### config.mk
export PLATFORM = sky130hd
export DESIGN_NAME = fifo_stream_reader
export DESIGN_NICKNAME = d
export VERILOG_FILES = /design/src/rtl/fifo_pkg.sv /design/src/rtl/fifo_skid_buf.sv /design/src/rtl/fifo_stream_reader.sv
export SDC_FILE = /design/constraint.sdc
export NUM_CORES = 1
export LEC_CHECK = 0
export CAP_MARGIN = 20
export CELL_PAD_IN_SITES_DETAIL_PLACEMENT = 2
export CELL_PAD_IN_SITES_GLOBAL_PLACEMENT = 2
export CORE_MARGIN = 10
export CORE_UTILIZATION = 27
export DETAILED_ROUTE_END_ITERATION = 12
export PLACE_DENSITY_LB_ADDON = 0.1
export SKIP_LAST_GASP = 1
export SYNTH_ARGS = -nofsm -noshare
export SYNTH_HDL_FRONTEND = slang
export SYNTH_SLANG_ARGS = --single-unit
### constraint.sdc
create_clock -name clk -period 1.6 [get_ports clk]
set_input_delay 0.48 -clock clk [delete_from_list [all_inputs] [get_ports clk]]
set_output_delay 0.48 -clock clk [all_outputs]
set_load 0.01 [all_outputs]
### src/rtl/fifo_pkg.sv
// Shared types and constants for the FIFO stream reader.
// Holds the data-width default, skid-buffer occupancy encoding and counter width.
package fifo_pkg;

    localparam int DATA_W_DEF = 4;
    localparam int CNT_W      = 16;

    typedef enum logic [1:0] {
        OCC_EMPTY = 2'd0,
        OCC_ONE   = 2'd1,
        OCC_TWO   = 2'd2
    } occ_e;

endpackage

### src/rtl/fifo_skid_buf.sv
// Two-entry output buffer; head is always the oldest word.
// Ports: clk, rst, push_i/data_i (capture), pop_i (consume), occ_o, data_o (head).
module fifo_skid_buf
    import fifo_pkg::*;
#(
    parameter int DATA_W = DATA_W_DEF
) (
    input  logic              clk,
    input  logic              rst,
    input  logic              push_i,
    input  logic              pop_i,
    input  logic [DATA_W-1:0] data_i,
    output occ_e              occ_o,
    output logic [DATA_W-1:0] data_o
);

    occ_e              occ_q, occ_d;
    logic [DATA_W-1:0] head_q, head_d;
    logic [DATA_W-1:0] tail_q, tail_d;

    always_comb begin
        occ_d  = occ_q;
        head_d = head_q;
        tail_d = tail_q;
        unique case (occ_q)
            OCC_EMPTY: begin
                if (push_i) begin
                    head_d = data_i;
                    occ_d  = OCC_ONE;
                end
            end
            OCC_ONE: begin
                if (push_i && pop_i) begin
                    head_d = data_i;
                end else if (push_i) begin
                    tail_d = data_i;
                    occ_d  = OCC_TWO;
                end else if (pop_i) begin
                    occ_d  = OCC_EMPTY;
                end
            end
            OCC_TWO: begin
                // Push into a full buffer only happens alongside a pop.
                if (pop_i) begin
                    head_d = tail_q;
                    if (push_i) begin
                        tail_d = data_i;
                    end else begin
                        occ_d  = OCC_ONE;
                    end
                end
            end
            default: occ_d = OCC_EMPTY;
        endcase
    end

    always_ff @(posedge clk) begin
        if (rst) begin
            occ_q  <= OCC_EMPTY;
            head_q <= '0;
            tail_q <= '0;
        end else begin
            occ_q  <= occ_d;
            head_q <= head_d;
            tail_q <= tail_d;
        end
    end

    assign occ_o  = occ_q;
    assign data_o = head_q;

endmodule

### src/rtl/fifo_stream_reader.sv
// Reads a first-word-fall-through-less FIFO (1-cycle read latency) into a valid/ready stream.
// Ports: clk, rst, fifo_empty/fifo_data/fifo_rd_en (upstream), m_valid/m_data/m_ready (downstream).
// Optional macro FIFO_READER_STATS_EN adds output word_count (popped-word counter).
module fifo_stream_reader
    import fifo_pkg::*;
#(
    parameter int DATA_W    = DATA_W_DEF,
    parameter int BUF_DEPTH = 2
) (
    input  logic              clk,
    input  logic              rst,
    input  logic              fifo_empty,
    input  logic [DATA_W-1:0] fifo_data,
    output logic              fifo_rd_en,
    output logic              m_valid,
    output logic [DATA_W-1:0] m_data,
    input  logic              m_ready
`ifdef FIFO_READER_STATS_EN
    ,
    output logic [CNT_W-1:0]  word_count
`endif
);

    // Only a depth of 2 is supported; the buffer is hard-wired to two entries.
    localparam logic [2:0] DEPTH3 = 3'(BUF_DEPTH);

    occ_e       occ;
    logic [1:0] occ_n;
    logic       pop;
    logic [2:0] demand;
    logic       inflight_q, inflight_d;

    assign occ_n   = occ;
    assign m_valid = (occ != OCC_EMPTY);
    assign pop     = m_valid & m_ready;

    // Words held plus the word still on its way must fit after this cycle's pop.
    assign demand     = {1'b0, occ_n} + {2'b00, inflight_q};
    assign fifo_rd_en = !rst && !fifo_empty
                        && (demand < DEPTH3 + {2'b00, pop});

    // fifo_rd_en already implies a non-empty FIFO, so it marks an accepted read.
    assign inflight_d = fifo_rd_en;

    always_ff @(posedge clk) begin
        if (rst) begin
            inflight_q <= 1'b0;
        end else begin
            inflight_q <= inflight_d;
        end
    end

    // Reset also blocks the capture of a word read just before rst rose.
    fifo_skid_buf #(
        .DATA_W (DATA_W)
    ) u_buf (
        .clk    (clk),
        .rst    (rst),
        .push_i (inflight_q),
        .pop_i  (pop),
        .data_i (fifo_data),
        .occ_o  (occ),
        .data_o (m_data)
    );

`ifdef FIFO_READER_STATS_EN
    logic [CNT_W-1:0] count_q, count_d;

    assign count_d = pop ? count_q + 1'b1 : count_q;

    always_ff @(posedge clk) begin
        if (rst) begin
            count_q <= '0;
        end else begin
            count_q <= count_d;
        end
    end

    assign word_count = count_q;
`endif

endmodule
Word level (Yosys, flattened, before mapping)
Index checks and enable logic that the tools add are counted.
- reductions and logical operators: 12
- bitwise operators: 1
- shifts and indexed selects: 0
- multiplexer cells: 15
- equal/unequal tests: 8
- multipliers: 0
- add/sub/neg operators: 2
- divide/modulo/power cells: 0
- magnitude comparators: 1
- operators by type and width (kind ; count):
    4-bit 2-to-1 mux ; 6
    2-bit 2-to-1 mux ; 6
    4-bit one-hot mux with 3 select lines ; 1
    2-bit != test, second input constant ; 4
    4-bit one-hot mux with 2 select lines ; 1
    2-bit one-hot mux with 3 select lines ; 1
    5-bit AND reduction ; 1
    4-bit AND reduction ; 1
    2-bit nonzero test ; 2
    2-bit by 1-bit adder with 3-bit output ; 1
    2-bit by 1-bit adder with 3-bit output, first input constant ; 1
    1-bit logical AND ; 3
    3-bit less-than comparator ; 1
    3-bit != test, second input constant ; 1
    3-bit AND reduction ; 1
    3-bit nonzero test ; 1
    2-bit by 1-bit equality test with 1-bit output, second input constant ; 1
    2-bit equality test, second input constant ; 1
    1-bit logical NOT ; 2
    2-bit logical NOT ; 1
    2-bit by 1-bit != test with 1-bit output, second input constant ; 1
    1-bit AND ; 1
- memories kept: 0
- bits of input ports: 8
- output and inout bits: 6
- bits in registers: 11
- bits in latches: 0
- logic and storage cells: 43
- bits in read-only memories: 0
- memory bits (writable): 0

Logic depth before layout (Yosys ltp)
- word-level depth: 6
- depth in mapped cells: 4
- mapped depth without buffers: 3

Modules after synthesis
Synthesis repeated with hierarchy kept, for this count alone.
- cell total of the unflattened synthesis: 63
- area total of the unflattened synthesis: 639.4 um^2
- modules (own cells, without submodules) (module ; sequential area each (um^2) ; area an instance (um^2) ; cells an instance ; times used):
    fifo_skid_buf ; 200.2 ; 545.5 ; 55 ; 1
    fifo_stream_reader ; 20.0 ; 93.8 ; 8 ; 1

Least setup slack after synthesis
OpenSTA, ideal clock, no wires.
- path kind: reg2out
- start: register inflight_q
- end: output port fifo_rd_en
- path buffers: 0
- slack: -183 ps
- required time: 1120 ps
- data arrival time: 1303 ps
- cell stages (with the launch flop): 4
- cells stage by stage: dfxtp_1 > ha_1 > nand3b_1 > a2111oi_2
- longest elaborated chain between the ends: 3
- ends and longest elaborated chain (what ; RTL line ; RTL):
    start: declaration ; fifo_stream_reader.sv:31 ; logic inflight_q, inflight_d;
    start signal: assignment ; fifo_stream_reader.sv:49 ; inflight_q <= inflight_d;
    2-bit by 1-bit adder with 3-bit output ; fifo_stream_reader.sv:38 ; assign demand = {1'b0, occ_n} + {2'b00, inflight_q};
    3-bit less-than comparator ; fifo_stream_reader.sv:40 ; && (demand < DEPTH3 + {2'b00, pop});
    1-bit logical AND ; fifo_stream_reader.sv:40 ;
    end: declaration ; fifo_stream_reader.sv:14 ; output logic fifo_rd_en,
No other way between the ends.

Worst setup path in the final report
Ends and elaborated chain as after synthesis.

==> key figures <==
Cells and area
  • Final std cells w/o fill: between 100 and 150
  • Area Growth Syn to Fin: 46.4%
  • Final Net Count: 99
  • Fill cells: between 200 and 300
  • Commonest cells after routing, fill and taps aside: nand2b_1, mux2i_1, a211oi_1, buf_4, dfxtp_1
  • Antenna Cells: 0
  • Most common cell after layout, fill and taps aside: nand2b_1
  • Layout cells sized above 1: 0.307

GRT
  • GR peak layer: met2
  • Largest net degree at the start of global routing: 16
  • Initial antenna violation count: 0
  • Grt ovf: 0
  • Tot GR Track Use: 0.0847
  • Met1 Use GR: 0.101
  • Met3 GRT Util: 0.0274
  • Vias in the first global route: approximately 630
  • Met2 usage in global routing: 0.143
  • First-pass GRT wire length: 3010 um

Synthesis
  • Synth Area in Compound Gates: 0.227
  • Adder-cell share of the synthesized area: 0.0388
  • Xor/xnor share of the synthesized area: 0
  • Post-synthesis cell count: 63
  • Library cells used by synthesis: 22
  • Largest family of logic cells by synthesized area: compound AO/OA/AOI/OAI gates
  • Post-Synth Simple-Gate Area: 0.202
  • Post-synthesis mux area share: 0.148
  • Cell area after synthesis: approximately 640 um2
  • YS warnings: 0
  • Avg Synthesized Cell Area: 10.2 um2
  • Synthesized netlist net count: 73
  • Flops & latches, synth: 11
  • Register area share after synthesis: 0.342

Worst setup path
  • Worst path required time: approximately 1.1 ns
  • Crit path from: inflight_q$_SDFF_PP0_
  • CP max stage cell: a2111oi_4
  • Worst-path fanout max: 2
  • Critical R2R Launch: u_buf.occ_o[0]$_SDFFE_PP0P_
  • Cell Chain, Critical Path: ha_4, nand3b_1, a2111oi_4, buf_2
  • Critical Path End Type: primary output
  • Worst path max stage delay: 0.36 ns
  • Critical path class: flop to primary output
  • R2R Path End: u_buf.tail_q[3]$_SDFFE_PP0P_
  • Worst setup SP type: flop
  • R2R cell count: 5
  • CP Buf/Inv Count: 1
  • Reg2Reg Setup Slack: roughly 0.090 ns
  • WP data arrival: 1.60 ns
  • Critical path depth: 4
  • CP delay by family, top: compound AO/OA/AOI/OAI gates

Clock network
  • Root buffer cell: clkbuf_4
  • CTS hold repair buffers: 0
  • Total CTS buffers: 3
  • Clock Sinks: 11
  • H-tree Lvls: 1
  • Clock transition at path regs: roughly 0.08 ns
  • CTS Buffer Depth: 2
  • Clock Latency Late Sink: 0.26 ns
  • TritonCTS clock tree: yes

Worst hold path
  • HP Start: u_buf.tail_q[2]$_SDFFE_PP0P_
  • Hold crit path type: flop to flop
  • Worst Hold Depth: 2
  • WHS Endpoint: u_buf.tail_q[2]$_SDFFE_PP0P_

STA
  • Max_slew headroom: 0.800
  • Sum Neg Setup Slack: -0.527 ns
  • Final period util: 1.30
  • Hold Vio Cnt, Final: 0
  • Final Max Slew Viols: 0
  • Final setup violation count: 2
  • Clock Skew: 0.00413 ns
  • RSZ-0062 raised after global routing: yes
  • Setup ws final: -0.476 ns
  • Max Clk Rate: 482 MHz
  • Worst slew pin tran: 0.300 ns
  • Fin crit period: 2.08 ns

Place
  • Placed insts: 110
  • Pre-CTS setup slack: -0.956 ns
  • GP Congestion: 0.615
  • DP HPWL: roughly 1400 um
  • Port Buffers: 13

Pwr
  • Power Density: approximately 700 nW/um2
  • Leak: 0.391 nW
  • Max VDD drop: 0.347 mV

Job
  • Max Cap Viol: 0

Detailed routing
  • Residual DRC count: 0
  • Routed vias/inst: 5.00
  • Detailed Route WL: 1810 um
  • Initial DRC Count: 16
  • Via count: 580
  • First-pass DRT Iterations: 4
  • Wire per inst: around 16 um
  • Routed Antenna Nets: 0

Die
  • Starting Density: 0.289
  • DIE AREA: 4740 um2
  • Top-level port count: 14
  • Core area: 2230 um2
  • Die height: approximately 69 um
  • Die W: 68.9 um
  • Standard-cell rows: 17

Status
  • Run status: finished with violations
  • Violated checks: negative setup slack
[worst max-delay path by stage]
stage                       endpoint  slack (ns)
after floorplan           fifo_rd_en       -0.06
after global placement    fifo_rd_en       -0.94
after detailed placement  fifo_rd_en       -0.96
after CTS                 fifo_rd_en       -0.52
after global routing      fifo_rd_en       -0.56
final                     fifo_rd_en       -0.48
[synth_stat cells]
master	n	area share
a2111oi_2	2	0.047
a211oi_1	8	0.093
a21o_1	2	0.023
a21oi_1	3	0.023
a21oi_4	1	0.025
and3b_1	1	0.014
buf_2	1	0.0078
buf_6	1	0.017
clkbuf_1	1	0.0058
dfxtp_1	11	0.34
ha_1	2	0.039
inv_1	2	0.012
mux2_4	1	0.023
mux2i_1	8	0.12
nand2_1	1	0.0058
nand2b_1	10	0.097
nand3b_1	3	0.035
o21ba_1	1	0.016
or2_1	1	0.0097
or3_1	1	0.0097
or3b_1	1	0.014
or3b_4	1	0.017
[layout make-up]
type / count / area [um2] / share of cell area
well taps: 28 / 35.0 / 0.0371
repair buffers: 24 / 214 / 0.227
inverters: 2 / 7.51 / 0.00796
clock buffers: 4 / 26.3 / 0.0279
multi-input cells: 47 / 437 / 0.463
flip-flops and latches: 11 / 224 / 0.237
[layer usage]
metal  routed length (um)  share of wire
met5                    0              0
met3                   70          0.039
met2                  888           0.49
met1                  836           0.46
met4                   14         0.0077
[cells by family after synthesis]
group	after synthesis
simple gates	19
fa+ha+maj	2
mux	9
compound gates	17
buf+inv	5
flops	11
[worst min-delay path: stages, from the launching register on]
cell	delay [ns]
dfxtp_1	0.31
nand2b_1	0.06
mux2i_1	0.06
[through the flow]
step                      cell area (um2)  power (mW)  hold slack (ns)  utilization
after global placement                886       0.465            0.459        0.397
after floorplan                       673       0.388            0.447            -
after CTS                             921       0.668            0.481        0.412
final                                 943       0.660            0.473        0.422
after global routing                  943       0.698            0.502        0.422
after detailed placement              886       0.472            0.470        0.397
[state kept, by name, summed over array words and instances, names as in the netlist]
signal and cells:
inflight_q 1, u_buf.data_o 4, u_buf.occ_o 2, u_buf.tail_q 4
[repair_timing]
item	CTS	global route
setup buffers	2	1
gates resized for setup	17	2
setup endpoints to repair	14	2
pin swaps	3	2
cloned	0	0
[where the power goes]
group / switching (mW) / internal [mW]
registers: 0.0102 / 0.290
clock network: 0.0961 / 0.0962
logic: 0.0745 / 0.0932
(Power assumes the default switching activity.)
